$ cat config.mk
export PLATFORM = sky130hd
export DESIGN_NAME = mole_spawner
export DESIGN_NICKNAME = d
export VERILOG_FILES = /design/src/rtl/mole_spawner.sv
export SDC_FILE = /design/constraint.sdc
export NUM_CORES = 1
export LEC_CHECK = 0
export ABC_AREA = 1
export CORE_MARGIN = 5
export CORE_UTILIZATION = 60
export DETAILED_ROUTE_END_ITERATION = 7
export DONT_BUFFER_PORTS = 1
export MAX_ROUTING_LAYER = met4
export PLACE_DENSITY = 0.76
export SETUP_SLACK_MARGIN = 0.05
export SLEW_MARGIN = 25
export SYNTH_ARGS = -nofsm -noshare
export SYNTH_HDL_FRONTEND = slang
export SYNTH_SLANG_ARGS = --single-unit
$ cat constraint.sdc
create_clock -name clk -period 3.7 [get_ports clk]
set_input_delay 0.555 -clock clk [delete_from_list [all_inputs] [get_ports clk]]
set_output_delay 0.555 -clock clk [all_outputs]
set_load 0.02 [all_outputs]
$ cat src/rtl/mole_spawner.sv
// Whack-a-mole spawner: picks a pseudo-random hole and exposes a mole there for a
// shrinking time window. It scores detector hits, counts misses and ends the game.
module mole_spawner #(
  parameter int          NUM_HOLES    = 18,
  parameter int          GAP_TICKS    = 25000000,
  parameter int          UP_TICKS     = 50000000,
  parameter int          MIN_UP_TICKS = 12500000,
  parameter int          STEP_TICKS   = 2500000,
  parameter int          MAX_MISSES   = 5,
  parameter logic [15:0] LFSR_SEED    = 16'hACE1
) (
  input  logic                 clk,
  input  logic                 reset,
  input  logic                 start,
  input  logic                 hit,
  output logic [4:0]           mole_position,
  output logic                 mole_valid,
  output logic [NUM_HOLES-1:0] mole_leds,
  output logic [7:0]           miss_count,
  output logic [7:0]           hit_total,
  output logic                 game_over,
  output logic [31:0]          up_ticks
);

  typedef enum logic [1:0] {IDLE, GAP, UP, OVER} state_t;

  localparam logic [15:0] SEED         = (LFSR_SEED == 16'h0000) ? 16'h0001 : LFSR_SEED;
  localparam logic [4:0]  NH           = 5'(NUM_HOLES);
  localparam logic [4:0]  NH_M1        = 5'(NUM_HOLES - 1);
  localparam logic [31:0] GAP_LOAD     = 32'(GAP_TICKS - 1);
  localparam logic [31:0] UP_INIT      = 32'(UP_TICKS);
  localparam logic [31:0] UP_MIN       = 32'(MIN_UP_TICKS);
  localparam logic [31:0] UP_STEP      = 32'(STEP_TICKS);
  localparam logic [32:0] SHRINK_FLOOR = {1'b0, UP_MIN} + {1'b0, UP_STEP};
  localparam logic [7:0]  MISS_LIMIT   = 8'(MAX_MISSES);
  localparam logic [NUM_HOLES-1:0] LED_ONE = {{(NUM_HOLES-1){1'b0}}, 1'b1};

  state_t      state, state_n;
  logic [31:0] timer, timer_n;
  logic [31:0] up_n;
  logic [15:0] lfsr, lfsr_n;
  logic [4:0]  pos_n, cand, next_pos;
  logic [7:0]  miss_n, hits_n;

  function automatic logic [7:0] sat_inc8(input logic [7:0] v);
    return (v == 8'hFF) ? v : v + 8'd1;
  endfunction

  // Exposure shrinks by one step but never drops below the floor; compared
  // against floor+step so the subtraction can never wrap.
  function automatic logic [31:0] shrink_up(input logic [31:0] v);
    return ({1'b0, v} >= SHRINK_FLOOR) ? v - UP_STEP : UP_MIN;
  endfunction

  assign lfsr_n = {lfsr[14:0], lfsr[15] ^ lfsr[13] ^ lfsr[12] ^ lfsr[10]};

  // Reduce the 5-bit random value into range, then step off the previous hole.
  always_comb begin
    cand     = lfsr[4:0] % NH;
    next_pos = cand;
    if (cand == mole_position)
      next_pos = (cand == NH_M1) ? 5'd0 : cand + 5'd1;
  end

  always_comb begin
    state_n = state;
    timer_n = timer;
    pos_n   = mole_position;
    miss_n  = miss_count;
    hits_n  = hit_total;
    up_n    = up_ticks;
    case (state)
      IDLE: begin
        if (start) begin
          state_n = GAP;
          timer_n = GAP_LOAD;
        end
      end
      GAP: begin
        if (timer == 32'd0) begin
          state_n = UP;
          pos_n   = next_pos;
          timer_n = up_ticks - 32'd1;
        end else begin
          timer_n = timer - 32'd1;
        end
      end
      UP: begin
        if (hit) begin
          hits_n  = sat_inc8(hit_total);
          up_n    = shrink_up(up_ticks);
          state_n = GAP;
          timer_n = GAP_LOAD;
        end else if (timer == 32'd0) begin
          miss_n  = miss_count + 8'd1;
          timer_n = GAP_LOAD;
          state_n = (miss_count + 8'd1 == MISS_LIMIT) ? OVER : GAP;
        end else begin
          timer_n = timer - 32'd1;
        end
      end
      OVER: begin
        if (start) begin
          miss_n  = 8'd0;
          hits_n  = 8'd0;
          up_n    = UP_INIT;
          state_n = GAP;
          timer_n = GAP_LOAD;
        end
      end
      default: state_n = IDLE;
    endcase
  end

  always_ff @(posedge clk or posedge reset) begin
    if (reset) begin
      state         <= IDLE;
      timer         <= 32'd0;
      lfsr          <= SEED;
      mole_position <= 5'd0;
      miss_count    <= 8'd0;
      hit_total     <= 8'd0;
      up_ticks      <= UP_INIT;
    end else begin
      state         <= state_n;
      timer         <= timer_n;
      lfsr          <= lfsr_n;
      mole_position <= pos_n;
      miss_count    <= miss_n;
      hit_total     <= hits_n;
      up_ticks      <= up_n;
    end
  end

  assign mole_valid = (state == UP);
  assign game_over  = (state == OVER);
  assign mole_leds  = mole_valid ? (LED_ONE << mole_position) : '0;

endmodule

Word-level counts from Yosys, hierarchy flattened
Cells that the tools add are included.
- memory bits (read-only): 0
- word-level logic and storage cells: 68
- RAM bits: 0
- output and inout bits: 73
- input bits: 4
- bits in latches: 0
- memories: 0
- register bits: 103
- div/mod/pow operators: 1
- order comparisons: 1
- $add $sub $neg: 6
- bitwise operators: 3
- $mul: 0
- shifts and indexed selects: 1
- eq/ne operators: 15
- reductions and logical operators: 9
- muxes and demuxes: 25
- operators by type and width (kind ; number):
    two-way mux 32 bit ; 7
    case mux 32 bit (3 select lines) ; 1
    case mux 32 bit (2 select lines) ; 1
    subtractor 32 x 1 -> 32 bit, second input constant ; 2
    two-way mux 8 bit ; 5
    >= comparator 32 x 24 -> 1 bit, second input constant ; 1
    zero test 32 bit ; 1
    case mux 8 bit (2 select lines) ; 2
    subtractor 32 x 22 -> 32 bit, second input constant ; 1
    two-way mux 18 bit ; 1
    left shift 1 x 5 -> 18 bit, first input constant ; 1
    adder 8 x 1 -> 8 bit, second input constant ; 2
    two-way mux 2 bit ; 5
    two-way mux 5 bit ; 2
    inequality test 2 bit, second input constant ; 5
    equality test 8 x 3 -> 1 bit, second input constant ; 1
    equality test 8 bit, second input constant ; 1
    AND reduction 4 bit ; 2
    case mux 2 bit (3 select lines) ; 1
    AND reduction 3 bit ; 2
    adder 5 x 1 -> 5 bit, second input constant ; 1
    equality test 5 bit ; 1
    equality test 5 bit, second input constant ; 1
    modulo 5 x 5 -> 5 bit, second input constant ; 1
    other kinds (9) ; 13

Logic depth before layout (Yosys ltp)
- depth after elaboration: 6
- mapped depth: 18
- mapped depth without buffers: 18

Worst setup path before layout
OpenSTA, ideal clock, no wires.
- path kind: flip-flop to output port
- start point: register state[0]
- end point: output port mole_leds[10]
- slack: 1.643 ns
- arrival: 1.502 ns
- data required time: 3.145 ns
- cell stages (with the launch flop): 5
- buffers on the path: 0
- cells stage by stage: dfrtp_1 -> inv_1 -> ha_1 -> nand3_1 -> nor2_1
- cells in the longest elaborated chain, start to end: 2
- ends and longest elaborated chain (item ; line ; RTL):
    from (decl) ; 38 ; state_t state, state_n;
    from (signal assigned) ; 125 ; state <= state_n;
    equality test 2 bit ; 135 ; assign mole_valid = (state == UP);
    via mole_valid ; 17 ; output logic mole_valid,
    two-way mux 18 bit ; 137 ; assign mole_leds = mole_valid ? (LED_ONE << mole_position) : '0;
    to (decl) ; 18 ; output logic [NUM_HOLES-1:0] mole_leds,
The timed path passes the listed nets, and every way through them passes these cells.

Worst setup path after layout
- start point: register state[0]
- end point: output port mole_leds[0]
Same word-level chain as after synthesis.

==> flow_metrics.py <==
metrics = {
    "sta": {
        "worst_pin_slew_ns": 0.839,
        "setup_violations": 0,
        "period_needed_ns": 2.64,
        "grt_setup_unrepaired": "false",
        "slew_headroom_pct": 43.8,
        "fin_skew_ns": 0.0103,
        "hold_viol": 0,
        "max_freq_ghz": 0.379,
        "fin_setup_tns_ns": 0,
        "maxSlewViolCount": 0,
        "whs_ns": 0.103,
        "min_period_over_period_pct": 71.3,
    },
    "clock_tree": {
        "cts_hold_buf": 0,
        "cts.sinks": 98,
        "htreeDepth": 3,
        "cts_buffers": 9,
        "cts_buffer_depth": 2,
        "cts_resized": 0,
        "cts_tree": "built",
        "post_cts_buffers": 0,
        "clkTransAtPathRegs_ns": 0.07,
        "cts_root_buf": "clkbuf_16",
        "clock_latency_ns": 0.36,
    },
    "global_routing": {
        "grt_pass1_vias": 6480,
        "grt_pass1_wl_um": 32400,
        "antenna_found_initial": 0,
        "grt.total_usage_pct": 28.4,
        "grt_max_degree": 42,
        "grt_overflow_total": 0,
    },
    "job": {
        "maxCapViolations": 0,
    },
    "synthesis": {
        "yosysSeqAreaShare_pct": 33.8,
        "synth_cells": 1059,
        "yosys_warnings": 0,
        "mappedNetlistArea_mm2": 0.00734,
        "synth_seq_cells": 98,
        "synth_cell_types": 49,
        "postSynthAreaPerCell_um2": 6.93,
    },
    "placement": {
        "hpwl_um": 14600,
        "post-place-cells": 1192,
        "gp_congestion": 0.981,
        "io_buffers": 0,
    },
    "floorplan": {
        "die_w_um": 121,
        "die_y_um": 121,
        "die_area_mm2": 0.0145,
        "initial_core_util_pct": 61.1,
        "row_count": 40,
        "coreArea_mm2": 0.0120,
        "io_pins": 77,
    },
    "route": {
        "firstDrtPassIters": 5,
        "drc": 0,
        "wl_um": 19600,
        "ant_nets": 0,
        "drt_iter0_markers": 506,
        "vias": 6962,
        "wl_per_cell_um": 16.2,
        "vias_per_cell": 5.76,
    },
    "critical_path": {
        "worstPathArrival_ns": 2.08,
        "crit_required_ns": 3.14,
        "path_cells": "inv_1 -> ha_1 -> nand3_1 -> nor2_1",
        "critPathMaxFanout": 8,
        "crit_family": "simple AND/OR/NAND/NOR gates",
        "worstSetupPathType": "reg -> out",
        "worst-path-buf-inv": 1,
        "worst_setup_path_end_kind": "primary output",
        "cp_slowest_cell": "ha_1",
        "startpoint_type": "register",
        "cpPeakStageDelay_ns": 0.47,
    },
    "worst_hold_path": {
        "hold_path.class": "in -> async",
    },
    "layout": {
        "final_layout_size_suffix_gt1_share_pct": 12.1,
        "stdcell_count": 1208,
        "fin_nets": 1074,
        "area_growth_syn_to_layout_pct": 5.15,
        "antenna_cells": 0,
    },
    "power": {
        "power.leakage_nw": 3.59,
        "ir_drop_v": 0.000524,
        "powerDensity_mw_per_mm2": 742,
    },
    "outcome": {
        "run_status": "completed",
    },
}
synthesized netlist by cell type (all sizes together):
master,number,share of area (%)
nand2,264,14
nor2,172,11
inv,130,6.7
nand3,122,9.0
o21ai,81,5.8
dfrtp,78,27
xor2,30,3.6
a21oi,24,1.8
nand4,23,2.0
dfstp,20,7.2
nor3,17,1.4
buf,14,1.3
ha,14,2.4
xnor2,11,1.3
a22oi,9,0.92
clkbuf,9,0.46
nand3b,6,0.78
or2,6,0.51
a31oi,5,0.43
o211ai,5,0.51
nor3b,4,0.48
nor4,4,0.34
o22ai,4,0.34
a211oi,1,0.10
a21o,1,0.10
and3,1,0.085
bufbuf,1,0.44
clkinv,1,0.12
conb,1,0.051
o31ai,1,0.10
area by class of cell:
| type | instances | area (um2) |
|---|---|---|
| clock buffer | 10 | 239 |
| clock inverter | 6 | 53.8 |
| fill | 1111 | 4300 |
| inverter | 131 | 499 |
| multi-input combinational | 810 | 4220 |
| sequential | 98 | 2480 |
| tap | 147 | 184 |
| timing repair buffer | 6 | 45.0 |
per-stage QoR:
step	setup WS, ns	power (mW)	util (%)	area (um2)
after global placement	1.33	4.70	61.8	7420
after global routing	0.877	6.19	64.2	7710
final	1.06	5.72	64.2	7710
after detailed placement	1.16	4.75	61.8	7420
after floorplan	0.616	4.05	-	7350
after CTS	1.04	5.72	64.2	7710
metal layers:
| layer | GRT usage [%] | vias to the layer above | wire (um) |
|---|---|---|---|
| met3 | 5.24 | 38 | 1470 |
| li1 | - | 3419 | - |
| met4 | 10.5 | 0 | 559 |
| met2 | 44.4 | 252 | 9190 |
| met5 | - | - | 0 |
| met1 | 37.1 | 3253 | 8360 |
cells by family (layout without fill, tap and decap cells):
| family | Yosys count | in the layout | share of synthesized area (%) |
|---|---|---|---|
| compound gates | 131 | 131 | 10.1 |
| xor+xnor | 41 | 41 | 4.90 |
| simple gates | 619 | 619 | 39.8 |
| fa+ha+maj | 14 | 14 | 2.39 |
| flops | 98 | 98 | 33.8 |
| other cells | 1 | 5 | 0.0511 |
| buf+inv | 155 | 153 | 8.97 |
placed cells by master, fill, tap and decap left out, types with 13 or more instances in the layout:
cell type,instances
nand2_1,245
nor2_1,141
inv_1,117
nand3_1,114
dfrtp_1,78
o21ai_0,60
xor2_1,30
nand4_1,23
a21oi_1,23
dfstp_2,20
nor2_2,18
o21ai_1,17
nand2_2,16
ha_1,14
nor3_1,13
flip-flops by register name, summed over array words and instances (netlist names):
signal         flops
mole_position      5
up_ticks          27
state              2
timer             32
miss_count         8
lfsr              16
hit_total          8
where the power goes:
part	switching [mW]	total (mW)	internal, mW
sequential	0.637	2.05	1.41
combinational	1.87	2.73	0.855
clock	0.455	0.944	0.489
total	2.96	5.72	2.76
worst paths after layout:
kind,start,slack (ns),endpoint,cells after the start
max,state[0]$_DFFE_PP0P_,1.06,mole_leds[0],4
min,reset,0.10,miss_count[7]$_DFFE_PP0P_,1
max reg2reg,state[0]$_DFFE_PP0P_,1.08,timer[7]$_DFFE_PP0P_,10
min reg2reg,lfsr[14]$_DFF_PP0_,0.35,lfsr[15]$_DFF_PP1_,0
max in group asynchronous,reset,2.76,up_ticks[12]$_DFFE_PP1P_,2
min in group clk,lfsr[14]$_DFF_PP0_,0.35,lfsr[15]$_DFF_PP1_,0
Note: power is estimated with default switching activity, not from simulation.
